<file path="src/rtl/ray_tracing_pkg.sv">
// ray_tracing_pkg
//   Shared constants and types for the fixed-point ray-tracing datapath.
//   Vectors are packed {x, y, z}. Each component is sign-magnitude: the top bit
//   is the sign (1 = negative) and the remaining bits are an unsigned magnitude
//   with FRAC_BITS fractional bits.
package ray_tracing_pkg;

  localparam int VECTOR_WIDTH = 57;
  localparam int COMP_WIDTH   = 19;
  localparam int FRAC_BITS    = 10;

  // Largest representable component magnitude (Q8.10, all ones).
  localparam logic [17:0] MAG_MAX = 18'h3FFFF;

  typedef enum logic [1:0] {
    IDLE = 2'd0,
    MUL  = 2'd1,
    DONE = 2'd2
  } dot_state_e;

endpackage

</file>
<file path="src/rtl/sign_magnitude_multiplier.sv">
// sign_magnitude_multiplier
//   Combinational sign-magnitude fixed-point multiply. The full magnitude
//   product is shifted right by FRAC_BITS (truncation) so the result keeps the
//   operands' fixed-point scaling.
//   Ports:
//     a_i, b_i : COMP_WIDTH-bit sign-magnitude operands
//     sign_o   : product sign, forced to 0 when the magnitude is zero
//     mag_o    : truncated product magnitude, 2*(COMP_WIDTH-1)-FRAC_BITS bits
module sign_magnitude_multiplier #(
  parameter int COMP_WIDTH = 19,
  parameter int FRAC_BITS  = 10
) (
  input  logic [COMP_WIDTH-1:0]                   a_i,
  input  logic [COMP_WIDTH-1:0]                   b_i,
  output logic                                    sign_o,
  output logic [2*(COMP_WIDTH-1)-FRAC_BITS-1:0]   mag_o
);

  localparam int MAG_W = COMP_WIDTH - 1;

  logic [2*MAG_W-1:0] full_prod;

  assign full_prod = {{MAG_W{1'b0}}, a_i[MAG_W-1:0]} * {{MAG_W{1'b0}}, b_i[MAG_W-1:0]};
  assign mag_o     = full_prod[2*MAG_W-1:FRAC_BITS];
  // A -0 operand, or a product truncated to zero, must not yield a negative zero.
  assign sign_o    = (a_i[COMP_WIDTH-1] ^ b_i[COMP_WIDTH-1]) & (|mag_o);

endmodule

</file>
<file path="src/rtl/signed_vector_dot_product.sv">
// signed_vector_dot_product
//   Sequential 3-component dot product of two sign-magnitude vectors. One
//   component is multiplied and accumulated per cycle (x, y, z); the
//   two's-complement sum is converted back to saturated sign-magnitude.
//   Ports:
//     clk, rst                 : clock, synchronous active-high reset
//     in_valid / in_ready      : operand handshake (ready only when idle)
//     in_vector_1, in_vector_2 : packed {x, y, z} operands
//     out_valid / out_ready    : result handshake (valid only when done)
//     out_scalar               : {sign, magnitude} result, Q8.10
//     out_sat                  : result magnitude was clamped
module signed_vector_dot_product #(
  parameter int VECTOR_WIDTH = ray_tracing_pkg::VECTOR_WIDTH,
  parameter int COMP_WIDTH   = ray_tracing_pkg::COMP_WIDTH,
  parameter int FRAC_BITS    = ray_tracing_pkg::FRAC_BITS
) (
  input  logic                    clk,
  input  logic                    rst,
  input  logic                    in_valid,
  output logic                    in_ready,
  input  logic [VECTOR_WIDTH-1:0] in_vector_1,
  input  logic [VECTOR_WIDTH-1:0] in_vector_2,
  output logic                    out_valid,
  input  logic                    out_ready,
  output logic [COMP_WIDTH-1:0]   out_scalar,
  output logic                    out_sat
);

  import ray_tracing_pkg::dot_state_e;
  import ray_tracing_pkg::IDLE;
  import ray_tracing_pkg::MUL;
  import ray_tracing_pkg::DONE;
  import ray_tracing_pkg::MAG_MAX;

  localparam int MAG_W  = COMP_WIDTH - 1;
  localparam int PROD_W = 2 * MAG_W - FRAC_BITS;
  // Three terms of PROD_W bits need two growth bits plus a sign bit.
  localparam int ACC_W  = PROD_W + 3;

  dot_state_e state_q, state_d;

  logic [VECTOR_WIDTH-1:0]  a_q, b_q;
  logic [1:0]               idx_q;
  logic signed [ACC_W-1:0]  acc_q;
  logic [COMP_WIDTH-1:0]    scalar_q;
  logic                     sat_q;

  logic                     accept;
  logic [COMP_WIDTH-1:0]    comp_a, comp_b;
  logic                     prod_sign;
  logic [PROD_W-1:0]        prod_mag;
  logic signed [ACC_W-1:0]  term_s;
  logic signed [ACC_W-1:0]  acc_sum;
  logic [COMP_WIDTH:0]      final_res;

  // Converts the accumulator to {sat, sign, magnitude}. Zero is never negative
  // because a zero accumulator has its sign bit clear.
  function automatic logic [COMP_WIDTH:0] sat_to_sign_mag(input logic signed [ACC_W-1:0] acc);
    logic [ACC_W-1:0] abs_v;
    logic [MAG_W-1:0] mag;
    logic             sat;
    abs_v = acc[ACC_W-1] ? $unsigned(-acc) : $unsigned(acc);
    sat   = abs_v > ACC_W'(MAG_MAX);
    mag   = sat ? MAG_W'(MAG_MAX) : abs_v[MAG_W-1:0];
    return {sat, acc[ACC_W-1], mag};
  endfunction

  assign accept = in_valid && (state_q == IDLE);

  // Component select: index 0 is x (most significant field).
  always_comb begin
    comp_a = a_q[COMP_WIDTH-1:0];
    comp_b = b_q[COMP_WIDTH-1:0];
    case (idx_q)
      2'd0: begin
        comp_a = a_q[VECTOR_WIDTH-1 -: COMP_WIDTH];
        comp_b = b_q[VECTOR_WIDTH-1 -: COMP_WIDTH];
      end
      2'd1: begin
        comp_a = a_q[2*COMP_WIDTH-1 -: COMP_WIDTH];
        comp_b = b_q[2*COMP_WIDTH-1 -: COMP_WIDTH];
      end
      default: ;
    endcase
  end

  sign_magnitude_multiplier #(
    .COMP_WIDTH (COMP_WIDTH),
    .FRAC_BITS  (FRAC_BITS)
  ) u_mul (
    .a_i    (comp_a),
    .b_i    (comp_b),
    .sign_o (prod_sign),
    .mag_o  (prod_mag)
  );

  assign term_s    = prod_sign ? -$signed({3'b000, prod_mag}) : $signed({3'b000, prod_mag});
  assign acc_sum   = acc_q + term_s;
  assign final_res = sat_to_sign_mag(acc_sum);

  // State register
  always_ff @(posedge clk) begin
    if (rst) state_q <= IDLE;
    else     state_q <= state_d;
  end

  // Next-state logic
  always_comb begin
    state_d = state_q;
    case (state_q)
      IDLE:    if (in_valid)       state_d = MUL;
      MUL:     if (idx_q == 2'd2)  state_d = DONE;
      DONE:    if (out_ready)      state_d = IDLE;
      default:                     state_d = IDLE;
    endcase
  end

  // Handshake outputs
  always_comb begin
    in_ready  = (state_q == IDLE);
    out_valid = (state_q == DONE);
  end

  // Operand capture: data only, loaded solely on the accepting edge so later
  // input changes cannot disturb an in-flight computation.
  always_ff @(posedge clk) begin
    if (accept) begin
      a_q <= in_vector_1;
      b_q <= in_vector_2;
    end
  end

  // Accumulate / result registers
  always_ff @(posedge clk) begin
    if (rst) begin
      acc_q    <= '0;
      idx_q    <= 2'd0;
      scalar_q <= '0;
      sat_q    <= 1'b0;
    end else begin
      case (state_q)
        IDLE: begin
          if (accept) begin
            acc_q <= '0;
            idx_q <= 2'd0;
          end
        end
        MUL: begin
          acc_q <= acc_sum;
          if (idx_q == 2'd2) begin
            idx_q    <= 2'd0;
            scalar_q <= final_res[COMP_WIDTH-1:0];
            sat_q    <= final_res[COMP_WIDTH];
          end else begin
            idx_q <= idx_q + 2'd1;
          end
        end
        default: ;
      endcase
    end
  end

  assign out_scalar = scalar_q;
  assign out_sat    = sat_q;

endmodule

</file>
<file path="config.mk">
export PLATFORM = sky130hd
export DESIGN_NAME = signed_vector_dot_product
export DESIGN_NICKNAME = d
export VERILOG_FILES = /design/src/rtl/ray_tracing_pkg.sv /design/src/rtl/sign_magnitude_multiplier.sv /design/src/rtl/signed_vector_dot_product.sv
export SDC_FILE = /design/constraint.sdc
export NUM_CORES = 1
export LEC_CHECK = 0
export BUFFER_PORTS_ARGS = -buffer_cell sky130_fd_sc_hd__clkbuf_2
export CAP_MARGIN = 25
export CORE_UTILIZATION = 50
export CTS_CLUSTER_DIAMETER = 150
export DETAILED_ROUTE_END_ITERATION = 10
export PLACE_DENSITY_LB_ADDON = 0.2
export SYNTH_ARGS = -nofsm -noshare
export SYNTH_HDL_FRONTEND = slang
export SYNTH_HIERARCHICAL = 1
export SYNTH_SLANG_ARGS = --single-unit
</file>
<file path="constraint.sdc">
create_clock -name clk -period 11.58 [get_ports clk]
set_input_delay 2.316 -clock clk [delete_from_list [all_inputs] [get_ports clk]]
set_output_delay 2.316 -clock clk [all_outputs]
set_load 0.02 [all_outputs]
</file>
; ---- After elaboration in Yosys (flattened, before gate mapping)
; Cells that the tools add are included.
[word_totals]
out_inout_bits = 22
elab_cells = 45
ramBits = 0
memories = 0
ff_bits = 167
latch_bits = 0
rom_bits = 0
input_bits = 118
[classes]
shifts = 0
magnitude_cmp = 1
bitwise = 2
addsub = 4
multipliers = 1
n_mux = 14
div_mod_pow = 0
n_eq_ne = 8
reduce_logical = 8
[ops]
columns = op, n
row1 = 29-bit 2-to-1 mux, 3
row2 = 19-bit one-hot mux with 2 select lines, 2
row3 = 29-bit one-hot mux with 2 select lines, 1
row4 = 18-bit by 18-bit multiplier with 36-bit output, 1
row5 = 29-bit adder, 1
row6 = "29-bit by 18-bit greater-than comparator with 1-bit output, second input constant", 1
row7 = 26-bit negation with 29-bit output, 1
row8 = 29-bit negation, 1
row9 = 26-bit OR reduction, 1
row10 = 18-bit 2-to-1 mux, 1
row11 = 2-bit 2-to-1 mux, 5
row12 = 2-bit one-hot mux with 3 select lines, 1
row13 = "2-bit by 1-bit equality test with 1-bit output, second input constant", 2
row14 = "2-bit equality test, second input constant", 2
row15 = 2-bit logical NOT, 2
row16 = "2-bit by 1-bit != test with 1-bit output, second input constant", 2
row17 = "2-bit != test, second input constant", 2
row18 = 2-bit one-hot mux with 2 select lines, 1
row19 = 2-bit AND reduction, 2
row20 = 3-bit AND reduction, 1
row21 = "2-bit by 1-bit adder with 2-bit output, second input constant", 1
row22 = 2-bit nonzero test, 1
row23 = 1-bit AND, 1
row24 = 1-bit logical AND, 1
row25 = 1-bit bitwise XOR, 1

; ---- Longest topological paths before layout
; Gate-level depths: netlist of the first run.
[depth]
ltp_word = 11
mapped_depth = 48
depth_no_buf = 41

; ---- By module
; The synthesis of the first run kept the hierarchy.
[by_module_without_submodules]
columns = mod, cells_per_inst, seq_area_each_um2, n_inst, area_per_inst_um2
row1 = sign_magnitude_multiplier, 1274, 0.0, 1, 10896.7
row2 = signed_vector_dot_product, 930, 4484.3, 1, 9491.6

; ---- Least setup slack after synthesis of the first run
; Ideal clock, no wire load.
[synth_timing]
kind = register to register
startpoint = register idx_q[0]
endpoint = register scalar_q[8] (netlist: out_scalar[8])
n_path_buf = 8
path_slack_ns = -0.207
period_less_slack_ns = 11.787
setup_time_ns = 0.125
arrival_ns = 11.661
t_required_ns = 11.455
path_stages_with_launch = 47
cell_sequence = dfxtp_1 -> clkbuf_1 -> buf_1 -> mux2i_1 -> o21ai_0 -> clkbuf_1 -> nand2_1 -> fa_1 -> inv_1 -> fa_1 -> inv_1 -> fa_1 -> inv_1 -> fa_1 -> fa_1 -> inv_1 -> fa_1 -> inv_1 -> [11 not listed] -> clkbuf_1 -> clkbuf_1 -> nand2_1 -> xnor2_1 -> ha_1 -> buf_2 -> nand2_1 -> o31a_1 -> o31ai_2 -> xor2_1 -> nor4b_4 -> and2_1 -> and3_2 -> a31oi_1 -> mux2_4 -> a2111oi_4 -> buf_6 -> a21oi_2
[synth_between]
elab_chain_cells = 11
word_cells_on_any_way = 17
classes_between = add/sub: 3 / mul: 1 / order compare: 1 / eq/ne: 2 / mux: 5 / bitwise: 2 / reduce/logical: 3
[synth_rtl]
columns = element, line
row1 = start: declaration, signed_vector_dot_product.sv:43  ; logic [1:0] idx_q;
row2 = start signal: assignment, signed_vector_dot_product.sv:155  ; idx_q <= idx_q + 2'd1;
row3 = 2-bit by 1-bit equality test with 1-bit output or 2-bit logical NOT (tied branches), signed_vector_dot_product.sv:74  ; case (idx_q)
row4 = 19-bit one-hot mux with 2 select lines (*), signed_vector_dot_product.sv:74
row5 = via comp_a[5], signed_vector_dot_product.sv:49  ; logic [COMP_WIDTH-1:0] comp_a, comp_b;
row6 = 18-bit by 18-bit multiplier with 36-bit output (*), sign_magnitude_multiplier.sv:23  ; assign full_prod = {{MAG_W{1'b0}}, a_i[MAG_W-1:0]} * {{MAG_W{1'b0}}, b_i[MAG_W-1:0]};
row7 = 26-bit OR reduction (*), sign_magnitude_multiplier.sv:26  ; assign sign_o = (a_i[COMP_WIDTH-1] ^ b_i[COMP_WIDTH-1]) & (|mag_o);
row8 = 1-bit AND (*), sign_magnitude_multiplier.sv:26
row9 = via prod_sign, signed_vector_dot_product.sv:50  ; logic prod_sign;
row10 = 29-bit 2-to-1 mux (*), signed_vector_dot_product.sv:97  ; assign term_s = prod_sign ? -$signed({3'b000, prod_mag}) : $signed({3'b000, prod_mag});
row11 = 29-bit adder (*), signed_vector_dot_product.sv:98  ; assign acc_sum = acc_q + term_s;
row12 = 29-bit negation, signed_vector_dot_product.sv:62  ; abs_v = acc[ACC_W-1] ? $unsigned(-acc) : $unsigned(acc);
row13 = 29-bit 2-to-1 mux (*), signed_vector_dot_product.sv:62
row14 = 29-bit by 18-bit greater-than comparator with 1-bit output, signed_vector_dot_product.sv:63  ; sat = abs_v > ACC_W'(MAG_MAX);
row15 = 18-bit 2-to-1 mux (*), signed_vector_dot_product.sv:64  ; mag = sat ? MAG_W'(MAG_MAX) : abs_v[MAG_W-1:0];
row16 = end signal: assignment, signed_vector_dot_product.sv:152  ; scalar_q <= final_res[COMP_WIDTH-1:0];
row17 = end: declaration, signed_vector_dot_product.sv:45  ; logic [COMP_WIDTH-1:0] scalar_q;
; Mark *: on every way through the listed nets, which the timed path passes. The rest lies on a longest branch.
; A chain may end at the register's enable or synchronous reset.

; ---- Worst setup path in the final report of the first run
[layout_timing]
startpoint = register idx_q[0]
endpoint = register scalar_q[13] (netlist: out_scalar[13])
; Same word-level chain as after synthesis.

==> results of run 1 <==
## registers in the layout (all words and copies together) (netlist names)
register    flops
a_q            57
acc_q          29
b_q            57
idx_q           2
out_sat         1
out_scalar     19
state_q         2
## worst max path at each step
stage	startpoint	to	slack (ns)	cells after the start
6_report	idx_q[0]$_SDFFE_PP0P_	out_scalar[13]$_SDFFE_PP0P_	0.36	38
5_1_grt	idx_q[0]$_SDFFE_PP0P_	out_scalar[13]$_SDFFE_PP0P_	-0.1	42
3_3_place_gp	idx_q[1]$_SDFFE_PP0P_	out_scalar[8]$_SDFFE_PP0P_	-0.01	40
4_1_cts	idx_q[1]$_SDFFE_PP0P_	out_scalar[1]$_SDFFE_PP0P_	0.02	39
2_1_floorplan	idx_q[1]$_SDFFE_PP0P_	out_scalar[8]$_SDFFE_PP0P_	0.05	44
3_5_place_dp	idx_q[1]$_SDFFE_PP0P_	out_scalar[1]$_SDFFE_PP0P_	-0.22	40
## cell type report
class / instances / area (sq um)
timing repair buffer: 278 / 2050
clock buffer: 17 / 425
sequential: 167 / 4490
multi-input combinational: 1594 / 14700
clock inverter: 15 / 201
fill: 3445 / 16200
tap: 525 / 657
inverter: 343 / 1290
## layer usage
layer  part of all wire  vias up
li1                   -     7646
met1               0.43     8137
met2               0.48      532
met3              0.060       90
met4              0.025        0
met5                  0        -
## through the flow
step                setup TNS [ns]  std cells
finish                           0       2939
global route                -0.926       2939
CTS                              0       2911
detailed placement           -3.32       2878
global placement           -0.0198       2877
floorplan                        0       2204
## cells in the mapped netlist, types with 6 or more instances
library cell and count:
sky130_fd_sc_hd__xnor2_1 55, sky130_fd_sc_hd__nor4_2 9, sky130_fd_sc_hd__a211oi_1 10, sky130_fd_sc_hd__and2_1 161
sky130_fd_sc_hd__mux2i_1 43, sky130_fd_sc_hd__a31oi_1 18, sky130_fd_sc_hd__a21oi_1 88, sky130_fd_sc_hd__nand2b_1 14
sky130_fd_sc_hd__nand4_1 14, sky130_fd_sc_hd__inv_1 343, sky130_fd_sc_hd__a22oi_1 12, sky130_fd_sc_hd__a21oi_2 13
sky130_fd_sc_hd__dfxtp_1 53, sky130_fd_sc_hd__nor2_1 90, sky130_fd_sc_hd__nand3_1 28, sky130_fd_sc_hd__nor3_1 22
sky130_fd_sc_hd__edfxtp_1 114, sky130_fd_sc_hd__buf_2 12, sky130_fd_sc_hd__nand2_1 280, sky130_fd_sc_hd__o41ai_1 6
sky130_fd_sc_hd__a21o_1 15, sky130_fd_sc_hd__ha_1 144, sky130_fd_sc_hd__nor4_1 19, sky130_fd_sc_hd__o211ai_1 10
sky130_fd_sc_hd__and3_1 12, sky130_fd_sc_hd__nor2b_1 7, sky130_fd_sc_hd__o21ai_0 74, sky130_fd_sc_hd__clkbuf_1 78
sky130_fd_sc_hd__o21bai_1 22, sky130_fd_sc_hd__xor2_1 32, sky130_fd_sc_hd__o21a_1 15, sky130_fd_sc_hd__o31ai_1 8
sky130_fd_sc_hd__fa_1 255
## kinds of logic (layout without fill, tap and decap cells)
family	Yosys count	after routing	synth area share
and+or+nand+nor	705	708	0.177
AOI/OAI and AO/OA	354	354	0.118
xor gates and xnor gates	87	87	0.0374
buffers and inverters	446	653	0.0855
muxes	46	46	0.0230
DFF	167	167	0.220
adders and majority gates	399	399	0.339
## worst register-to-register path: cells and delay by family (launching register included)
kind                     cells  cell delay, ns
adder cells (fa/ha/maj)      8            3.98
multiplexers                 2            0.45
buffers and inverters        5            0.79
AO/OA/AOI/OAI               14            3.05
XOR/XNOR                     1            0.16
AND/OR/NAND/NOR              8            2.31
flip-flops                   1            0.43
## what timing repair did
item	in CTS	in global routing
endpoints found under the setup margin	19	19
pin swaps	1	23
setup buffers	1	21
gates resized for setup	2	105
gates cloned	0	6
hold buffers	0	0
==> Implementation_results.wiki, run 1 <==
{| class="wikitable"
! Metric !! Value
|-
| Result of the run || completed
|-
| Number of global-route vias before repair || 16260
|-
| Maximum root-to-sink buffer count || 2
|-
| Total Wirelength || 53.0 mm
|-
| Number of standard-cell rows in the floorplan || 73
|-
| Total I/O pin count || 140
|-
| Final cycle utilization of the critical path || 0.969
|-
| First-pass GRT wire length || 83.5 mm
|-
| Area contributors post-synth || sky130_fd_sc_hd__fa_1 (25%), sky130_fd_sc_hd__edfxtp_1 (17%), sky130_fd_sc_hd__ha_1 (8.8%)
|-
| Kind of cell with the highest combined delay on the critical path || adder cells
|-
| Total inserted antenna cells || 0
|-
| Terminus of the critical flop-to-flop path || out_scalar[13]$_SDFFE_PP0P_
|-
| Largest incremental delay on the critical path || 0.66 ns
|-
| Crit path max fanout || 14
|-
| CP startpoint kind || flop
|-
| Worst Clk Skew || 0.0243 ns
|-
| Slowest CP cell || sky130_fd_sc_hd__or4_2
|-
| Port buffer count || 139
|-
| Instance count of the mapped netlist || 2204
|-
| Setup slack of the worst register-to-register path || 0.36 ns
|-
| Busiest layer in global routing || met2
|-
| Most common cell type on the critical path || sky130_fd_sc_hd__fa_1
|-
| Number of warnings reported in the yosys synthesis log || 6
|-
| Sinks on the clock net || 167
|-
| Endpoint of the worst hold-timing path || acc_q[22]$_SDFFE_PP0P_
|-
| Hold path depth || 2
|-
| Average cell area after synthesis || 9.25 sq um
|-
| Critical path data required time || 11.96 ns
|-
| Dpl hpwl || 40.8 mm
|-
| Final count of pins violating max slew || 0
|-
| Measured slew at the worst slew-check pin || 0.966 ns
|-
| Setup violation total in the final timing report || 0
|-
| Maximum level of the CTS H-tree || 4
|-
| Final Hold Slack || 0.474 ns
|-
| Hold wc startpoint || acc_q[22]$_SDFFE_PP0P_
|-
| Final Worst Setup Slack || 0.361 ns
|-
| Synthesized netlist net count || 2721
|-
| Fmax || 89.1 MHz
|-
| Core box area || 0.0400 sq mm
|-
| Summed area of non-filler cells in the final layout || 0.0238 sq mm
|-
| Top library cells by usage in the layout, fill and taps aside || sky130_fd_sc_hd__inv_1 (342), sky130_fd_sc_hd__nand2_1 (280), sky130_fd_sc_hd__fa_1 (255)
|-
| Most common cell after layout, fill and taps aside || sky130_fd_sc_hd__inv_1
|-
| Pre-CTS setup slack || -0.216 ns
|-
| Clock latency reported for the late side of the worst-skew pair || 0.46 ns
|-
| Number of flops mapped to enable cells by yosys || 114
|-
| Grt met3 use || 0.0348
|-
| Worst reg2reg path depth || 38
|-
| Number of optimization iterations in the first detailed-route pass || 5
|-
| Post-DP Area || 0.0223 sq mm
|-
| Vertical extent of the die || 204 um
|-
| Full die area || 0.0416 sq mm
|-
| Number of distinct library cells after synthesis || 95
|-
| Max_cap viols || 0
|-
| DR iter-0 viols || 1031
|-
| Synthesis-to-finish area growth || 16.8%
|-
| Global router's overall resource usage || 0.256
|-
| Cell taking the most area after synthesis || sky130_fd_sc_hd__fa_1
|-
| RSZ-0062 raised after global routing || yes
|-
| Die boundary width || 204 um
|-
| Fraction of layout instances using a drive strength above 1 || 0.186
|-
| Met2 GRT Util || 0.424
|-
| Number of CTS-inserted buffers || 17
|-
| Setup crit end kind || flop
|-
| Worst R2R Start || idx_q[0]$_SDFFE_PP0P_
|-
| Remaining design rule violation count || 0
|-
| Post-synthesis async set-or-reset flop share || 0
|-
| Initial antenna violation count || 0
|-
| Class of the worst hold path || flop to flop
|-
| Final GP Congestion || 0.963
|-
| Seq cells post-synth || 167
|-
| Kind of critical path || flop to flop
|-
| Met1 Use GR || 0.349
|-
| Root Driver || sky130_fd_sc_hd__clkbuf_16
|-
| Final nets || 2918
|-
| Portion of synthesized cell area occupied by the leading cell type || 0.250
|-
| Data arrival time of the worst path || 11.60 ns
|-
| WP buf/inv || 5
|-
| Worst slew margin || 0.354
|-
| Final hold viol count || 0
|-
| Routed len/inst || 18.0 um
|-
| Clock edge transition at the registers on the reported setup and hold paths || 0.07 ns
|-
| Vias per std cell || 5.58
|-
| Final min period || 11.22 ns
|-
| DR vias || 16405
|-
| Clock tree from TritonCTS || built
|-
| Maximum number of pins on one net before global-route repair || 94
|-
| Final core utilization || 0.595
|-
| Sequential-to-total area share from yosys stat || 0.220
|-
| Total standard cell area after synthesis || 0.0204 sq mm
|-
| Antenna violation net count after detailed routing || 0
|-
| Starting density of the core || 0.510
|-
| Most used flip-flop cell after synthesis || sky130_fd_sc_hd__edfxtp_1
|-
| Total overflow reported by the global router || 0
|}
Power of run 1 is not shown: default switching activity piles up to over one toggle a cycle in this logic, so the estimate is an artifact.
==> run 2: changes to the inputs <==
CORE_UTILIZATION = 32   (was 50)
==> run 2 against run 1 <==
  * Die area up 56%
  * Global-route usage fell by 8.1 points
  * Register-to-register slack better by 0.11 ns
  * Flip-flop and latch count unchanged
  * Wire length rose by 7.6%
  * Final area rose by 2.5%
  * Clock-buffer cell count stayed put
  * Fmax grew 1.0%
  * Sequential share of layout area down 0.47 points
  * Non-clock buffer count rose by 44
  * Critical path depth grew 5
  * Worst hold slack improved by 0.0088 ns
  * Critical path type unchanged
  * Critical endpoint is now out_scalar[9]$_SDFFE_PP0P_
==> Implementation_results.wiki, run 2 (synthesis results as in run 1) <==
{| class="wikitable"
! Metric !! Value
|-
| Result of the run || completed (unchanged)
|-
| Root Driver || sky130_fd_sc_hd__clkbuf_16 (unchanged)
|-
| Full die area || 0.0647 sq mm (was 0.0416 sq mm)
|-
| Final nets || 2959 (was 2918)
|-
| Setup slack of the worst register-to-register path || 0.47 ns (was 0.36 ns)
|-
| Setup violation total in the final timing report || 0 (unchanged)
|-
| Core box area || 0.0630 sq mm (was 0.0400 sq mm)
|-
| Number of optimization iterations in the first detailed-route pass || 5 (unchanged)
|-
| Maximum root-to-sink buffer count || 2 (unchanged)
|-
| Final GP Congestion || 0.850 (was 0.963)
|-
| Maximum number of pins on one net before global-route repair || 85 (was 94)
|-
| Final min period || 11.11 ns (was 11.22 ns)
|-
| Dpl hpwl || 44.5 mm (was 40.8 mm)
|-
| Hold wc startpoint || acc_q[0]$_SDFFE_PP0P_ (was acc_q[22]$_SDFFE_PP0P_)
|-
| Routed len/inst || 17.3 um (was 18.0 um)
|-
| Die boundary width || 254 um (was 204 um)
|-
| Port buffer count || 139 (unchanged)
|-
| DR iter-0 viols || 811 (was 1031)
|-
| Crit path max fanout || 9 (was 14)
|-
| Total I/O pin count || 140 (unchanged)
|-
| Remaining design rule violation count || 0 (unchanged)
|-
| Largest incremental delay on the critical path || 0.67 ns (was 0.66 ns)
|-
| Worst slew margin || 0.481 (was 0.354)
|-
| Final Hold Slack || 0.483 ns (was 0.474 ns)
|-
| First-pass GRT wire length || 88.6 mm (was 83.5 mm)
|-
| Measured slew at the worst slew-check pin || 0.773 ns (was 0.966 ns)
|-
| Worst Clk Skew || 0.0212 ns (was 0.0243 ns)
|-
| Maximum level of the CTS H-tree || 4 (unchanged)
|-
| Endpoint of the worst hold-timing path || acc_q[0]$_SDFFE_PP0P_ (was acc_q[22]$_SDFFE_PP0P_)
|-
| Vertical extent of the die || 254 um (was 204 um)
|-
| Most common cell type on the critical path || sky130_fd_sc_hd__fa_1 (unchanged)
|-
| Fmax || 90.0 MHz (was 89.1 MHz)
|-
| Clock latency reported for the late side of the worst-skew pair || 0.49 ns (was 0.46 ns)
|-
| Area used by sequential logic in the layout || 0.00449 sq mm (about the same)
|-
| Total area of multi-input combinational cells || 0.0146 sq mm (was 0.0147 sq mm)
|-
| Sinks on the clock net || 167 (unchanged)
|-
| Largest regs || a_q: 57 flops, b_q: 57 flops, acc_q: 29 flops (unchanged)
|-
| CP startpoint kind || flop (unchanged)
|-
| Number of buffers added to fix hold violations after cts || 0 (unchanged)
|-
| Class of the worst hold path || flop to flop (unchanged)
|-
| Final cycle utilization of the critical path || 0.959 (was 0.969)
|-
| Clock edge transition at the registers on the reported setup and hold paths || 0.08 ns (was 0.07 ns)
|-
| Number of global-route vias before repair || 16593 (was 16260)
|-
| Critical path data required time || 11.95 ns (was 11.96 ns)
|-
| Final hold viol count || 0 (unchanged)
|-
| Total Neg Setup Slack || 0 ns (unchanged)
|-
| Top library cells by usage in the layout, fill and taps aside || sky130_fd_sc_hd__inv_1 (342), sky130_fd_sc_hd__nand2_1 (280), sky130_fd_sc_hd__fa_1 (254) (was sky130_fd_sc_hd__inv_1 (342), sky130_fd_sc_hd__nand2_1 (280), sky130_fd_sc_hd__fa_1 (255))
|-
| Initial antenna violation count || 1 (was 0)
|-
| Synthesis-to-finish area growth || 19.8% (was 16.8%)
|-
| Starting density of the core || 0.324 (was 0.510)
|-
| Antenna violation net count after detailed routing || 0 (unchanged)
|-
| Terminus of the critical flop-to-flop path || out_scalar[9]$_SDFFE_PP0P_ (was out_scalar[13]$_SDFFE_PP0P_)
|-
| Fraction of layout instances using a drive strength above 1 || 0.198 (was 0.186)
|-
| Worst reg2reg path depth || 43 (was 38)
|-
| Worst R2R Start || idx_q[0]$_SDFFE_PP0P_ (unchanged)
|-
| Vias per std cell || 4.91 (was 5.58)
|-
| Total overflow reported by the global router || 0 (unchanged)
|-
| Final count of pins violating max slew || 0 (unchanged)
|-
| Global router's overall resource usage || 0.175 (was 0.256)
|-
| Number of filler cells placed in the layout || 6341 (was 3445)
|-
| Most common cell after layout, fill and taps aside || sky130_fd_sc_hd__inv_1 (unchanged)
|-
| DR vias || 16223 (was 16405)
|-
| Clock tree from TritonCTS || built (unchanged)
|-
| Data arrival time of the worst path || 11.48 ns (was 11.60 ns)
|-
| Kind of critical path || flop to flop (unchanged)
|-
| Number of standard-cell rows in the floorplan || 92 (was 73)
|-
| Max_cap viols || 0 (unchanged)
|-
| Slowest CP cell || sky130_fd_sc_hd__or4_2 (unchanged)
|-
| Total Wirelength || 57.0 mm (was 53.0 mm)
|-
| Setup crit end kind || flop (unchanged)
|-
| Number of CTS-inserted buffers || 17 (unchanged)
|-
| Hold path depth || 2 (unchanged)
|}
-- run 2: changes by cell type in the layout (fill, tap and decap cells not counted), moves of 5 or more --
cell / delta
sky130_fd_sc_hd__nor4_4: -6
sky130_fd_sc_hd__ha_1: -5
sky130_fd_sc_hd__o21ai_1: +5
sky130_fd_sc_hd__buf_4: +42
sky130_fd_sc_hd__nor4_1: +7
-- run 2: metrics by stage --
stage | instances | setup slack, ns | utilization | instance area (sq um)
after floorplan | 2204 | 0.0455 | - | 20400
after global placement | 3236 | -0.226 | 0.365 | 23000
after detailed placement | 3237 | -0.190 | 0.365 | 23000
after CTS | 3269 | 0.00766 | 0.375 | 23600
after global routing | 3301 | -0.0685 | 0.388 | 24400
final | 3302 | 0.475 | 0.388 | 24400
-- run 2: worst max-delay path by stage --
stage | from | end | slack, ns | depth (start not counted)
floorplan | idx_q[1]$_SDFFE_PP0P_ | out_scalar[8]$_SDFFE_PP0P_ | 0.05 | 44
global route | idx_q[0]$_SDFFE_PP0P_ | out_scalar[16]$_SDFFE_PP0P_ | -0.07 | 46
detailed placement | idx_q[0]$_SDFFE_PP0P_ | out_scalar[1]$_SDFFE_PP0P_ | -0.19 | 38
global placement | idx_q[0]$_SDFFE_PP0P_ | out_scalar[8]$_SDFFE_PP0P_ | -0.23 | 39
CTS | idx_q[0]$_SDFFE_PP0P_ | out_scalar[1]$_SDFFE_PP0P_ | 0.008 | 41
finish | idx_q[0]$_SDFFE_PP0P_ | out_scalar[9]$_SDFFE_PP0P_ | 0.47 | 43
-- run 2: timing repair --
action | in CTS | in global routing
setup buffers | 0 | 24
pin swaps | 0 | 30
gates cloned | 0 | 7
gates resized for setup | 2 | 89
endpoints found under the setup margin | 19 | 19
-- run 2: critical path, delay by kind of cell (launching register included) --
family	cells	cell delay, ns
xor gates and xnor gates	1	0.16
and+or+nand+nor	8	2.16
buffers and inverters	10	1.29
muxes	3	0.65
AOI/OAI and AO/OA	13	2.50
DFF	1	0.38
adders and majority gates	8	3.86
-- run 2: routing by layer --
metal / vias to the layer above / routed length [um] / track usage
met2: 324 / 27600 / 0.288
met4: 0 / 1190 / 0.0537
met5: - / 0 / 0
met3: 68 / 2170 / 0.0258
li1: 7719 / - / -
met1: 8112 / 26000 / 0.238
-- run 2: cell type report --
class	count	area share
Clock inverter	15	0.00820
Inverter	343	0.0528
Tap cell	846	0.0434
Timing Repair Buffer	322	0.0982
Sequential cell	167	0.184
Multi-Input combinational cell	1591	0.596
Antenna cell	1	0.000102
Clock buffer	17	0.0174
Power of run 2 is left out for the same reason.
==> run 3: changes to the inputs <==
CORE_ASPECT_RATIO = 1.25   (was default)
SLEW_MARGIN = 10   (was default)
==> run 3 against run 2 <==
  * The flow now finishes with violations (DRC)
  * Worst hold slack worse by 0.0066 ns
  * Non-clock buffer count down 1
  * Via count down 2.2%
  * Critical path depth down 1
  * Cell count down 0.21%
  * Global-route usage down 0.18 points
  * First-iteration DRC count down 21%
  * Die area about the same
  * Setup slack worse by 0.092 ns
  * Core utilization up 0.13 points
  * Flip-flop and latch count unchanged
  * Clock-buffer cell count unchanged
  * Critical endpoint is now out_scalar[17]$_SDFFE_PP0P_
  * Highest routed layer unchanged
==> Implementation_results.wiki, run 3 (synthesis results as in run 1) <==
{| class="wikitable"
! Metric !! Value
|-
| Number of standard-cell rows in the floorplan || 103 (was 92)
|-
| Clock tree from TritonCTS || built (unchanged)
|-
| Fraction of layout instances using a drive strength above 1 || 0.207 (was 0.198)
|-
| Number of buffers added to fix hold violations after cts || 0 (unchanged)
|-
| Global router's overall resource usage || 0.174 (was 0.175)
|-
| DR iter-0 viols || 642 (was 811)
|-
| Vias per std cell || 4.82 (was 4.91)
|-
| Largest regs || a_q: 57 flops, b_q: 57 flops, acc_q: 29 flops (unchanged)
|-
| Core box area || 0.0630 sq mm (about the same)
|-
| Busiest layer in global routing || met2 (unchanged)
|-
| Total I/O pin count || 140 (unchanged)
|-
| Measured slew at the worst slew-check pin || 0.918 ns (was 0.773 ns)
|-
| Largest incremental delay on the critical path || 0.65 ns (was 0.67 ns)
|-
| Fmax || 89.3 MHz (was 90.0 MHz)
|-
| Critical path data required time || 11.96 ns (was 11.95 ns)
|-
| WP buf/inv || 10 (unchanged)
|-
| Kind of cell with the highest combined delay on the critical path || adder cells (unchanged)
|-
| Final count of pins violating max slew || 0 (unchanged)
|-
| Sinks on the clock net || 167 (unchanged)
|-
| CP startpoint kind || flop (unchanged)
|-
| Antenna violation net count after detailed routing || 0 (unchanged)
|-
| Class of the worst hold path || flop to flop (unchanged)
|-
| Most common cell after layout, fill and taps aside || sky130_fd_sc_hd__inv_1 (unchanged)
|-
| Final hold viol count || 0 (unchanged)
|-
| Maximum number of pins on one net before global-route repair || 74 (was 85)
|-
| Crit path max fanout || 19 (was 9)
|-
| Met2 GRT Util || 0.322 (was 0.288)
|-
| Final GP Congestion || 0.871 (was 0.850)
|-
| Top library cells by usage in the layout, fill and taps aside || sky130_fd_sc_hd__inv_1 (342), sky130_fd_sc_hd__nand2_1 (280), sky130_fd_sc_hd__fa_1 (255) (was sky130_fd_sc_hd__inv_1 (342), sky130_fd_sc_hd__nand2_1 (280), sky130_fd_sc_hd__fa_1 (254))
|-
| Pre-CTS setup slack || -0.189 ns (was -0.190 ns)
|-
| Worst reg2reg path depth || 42 (was 43)
|-
| Port buffer count || 139 (unchanged)
|-
| Final cycle utilization of the critical path || 0.967 (was 0.959)
|-
| Number of global-route vias before repair || 16802 (was 16593)
|-
| Remaining design rule violation count || 1 (was 0)
|-
| Worst slew margin || 0.388 (was 0.481)
|-
| Worst R2R Start || idx_q[0]$_SDFFE_PP0P_ (unchanged)
|-
| DR vias || 15868 (was 16223)
|-
| Final nets || 2958 (was 2959)
|-
| Hold wc startpoint || acc_q[22]$_SDFFE_PP0P_ (was acc_q[0]$_SDFFE_PP0P_)
|-
| First-pass GRT wire length || 88.6 mm (about the same)
|-
| Final Worst Setup Slack || 0.383 ns (was 0.475 ns)
|-
| Synthesis-to-finish area growth || 20.3% (was 19.8%)
|-
| Routed len/inst || 17.0 um (was 17.3 um)
|-
| Root Driver || sky130_fd_sc_hd__clkbuf_16 (unchanged)
|-
| Max_cap viols || 0 (unchanged)
|-
| Total Wirelength || 55.9 mm (was 57.0 mm)
|-
| Result of the run || finished with violations (was completed)
|-
| Starting density of the core || 0.324 (about the same)
|-
| Total overflow reported by the global router || 0 (unchanged)
|-
| Initial antenna violation count || 1 (unchanged)
|-
| Hold path depth || 2 (unchanged)
|-
| Violated checks || DRC
|-
| Die boundary width || 228 um (was 254 um)
|-
| Logic depth of the worst path, buffers included || 42 (was 43)
|-
| Setup crit end kind || flop (unchanged)
|-
| Maximum level of the CTS H-tree || 4 (unchanged)
|-
| Met1 Use GR || 0.198 (was 0.238)
|-
| Slowest CP cell || sky130_fd_sc_hd__or4_2 (unchanged)
|-
| Clock latency reported for the late side of the worst-skew pair || 0.50 ns (was 0.49 ns)
|-
| Dpl hpwl || 45.2 mm (was 44.5 mm)
|-
| Data arrival time of the worst path || 11.58 ns (was 11.48 ns)
|-
| Maximum root-to-sink buffer count || 2 (unchanged)
|-
| Final min period || 11.20 ns (was 11.11 ns)
|-
| Worst Clk Skew || 0.0203 ns (was 0.0212 ns)
|-
| Clock edge transition at the registers on the reported setup and hold paths || 0.08 ns (about the same)
|-
| Kind of critical path || flop to flop (unchanged)
|-
| Most common cell type on the critical path || sky130_fd_sc_hd__fa_1 (unchanged)
|-
| Number of CTS-inserted buffers || 17 (unchanged)
|-
| Grt met3 use || 0.0269 (was 0.0258)
|-
| Full die area || 0.0647 sq mm (about the same)
|-
| Setup violation total in the final timing report || 0 (unchanged)
|-
| Number of optimization iterations in the first detailed-route pass || 7 (was 5)
|-
| Vertical extent of the die || 284 um (was 254 um)
|-
| Startpoint of the most critical setup path || idx_q[0]$_SDFFE_PP0P_ (unchanged)
|}
## run 3: cell count changes in the layout (fill, tap and decap cells not counted), moves of 4 or more
cell and delta:
sky130_fd_sc_hd__o21ai_1 -11, sky130_fd_sc_hd__o21ai_2 +10, sky130_fd_sc_hd__buf_12 +6, sky130_fd_sc_hd__buf_4 -6, sky130_fd_sc_hd__nor4_1 -6, sky130_fd_sc_hd__clkinv_8 -4, sky130_fd_sc_hd__nor4_2 +4
## run 3: worst register-to-register path, delay by kind of cell, from the launching register on
kind                     cells  cell delay, ns
AO/OA/AOI/OAI               11            1.84
XOR/XNOR                     1            0.17
AND/OR/NAND/NOR              9            2.65
flip-flops                   1            0.48
multiplexers                 3            0.88
buffers and inverters       10            1.33
adder cells (fa/ha/maj)      8            3.71
## run 3: what timing repair did
item                                   4_1_cts  5_1_grt
gates cloned                                 0        7
endpoints found under the hold margin        0        0
buffers inserted                             0       37
gates resized for setup                      2      116
setup endpoints to repair                   19       19
pin swaps                                    0       49
## run 3: through the flow
step | instances | util | TNS, ns | hold slack [ns] | instance area [sq um]
after global placement | 3218 | 0.364 | -1.36 | 0.461 | 22900
after detailed placement | 3218 | 0.364 | -2.98 | 0.464 | 22900
after CTS | 3250 | 0.373 | 0 | 0.477 | 23500
after floorplan | 2204 | - | 0 | 0.452 | 20400
after global routing | 3295 | 0.389 | -1.25 | 0.512 | 24500
final | 3295 | 0.389 | 0 | 0.476 | 24500
## run 3: worst paths after layout
path / slack, ns / endpoint
hold reg to reg: 0.48 / acc_q[22]$_SDFFE_PP0P_
hold / removal: 0.48 / acc_q[22]$_SDFFE_PP0P_
setup / recovery: 0.38 / out_scalar[17]$_SDFFE_PP0P_
setup reg to reg: 0.38 / out_scalar[17]$_SDFFE_PP0P_
## run 3: cell type report
class	instances	area, sq um
Clock inverter	15	150
Inverter	343	1290
Sequential cell	167	4490
Tap cell	840	1050
Multi-Input combinational cell	1591	14700
Timing Repair Buffer	321	2420
Antenna cell	1	2.50
Fill cell	6282	38500
Clock buffer	17	425
## run 3: routing by layer
| layer | part of all wire | vias to the layer above |
|---|---|---|
| li1 | - | 7727 |
| met1 | 0.41 | 7773 |
| met2 | 0.53 | 289 |
| met3 | 0.031 | 79 |
| met4 | 0.026 | 0 |
| met5 | 0 | - |
Power of run 3 is left out for the same reason.
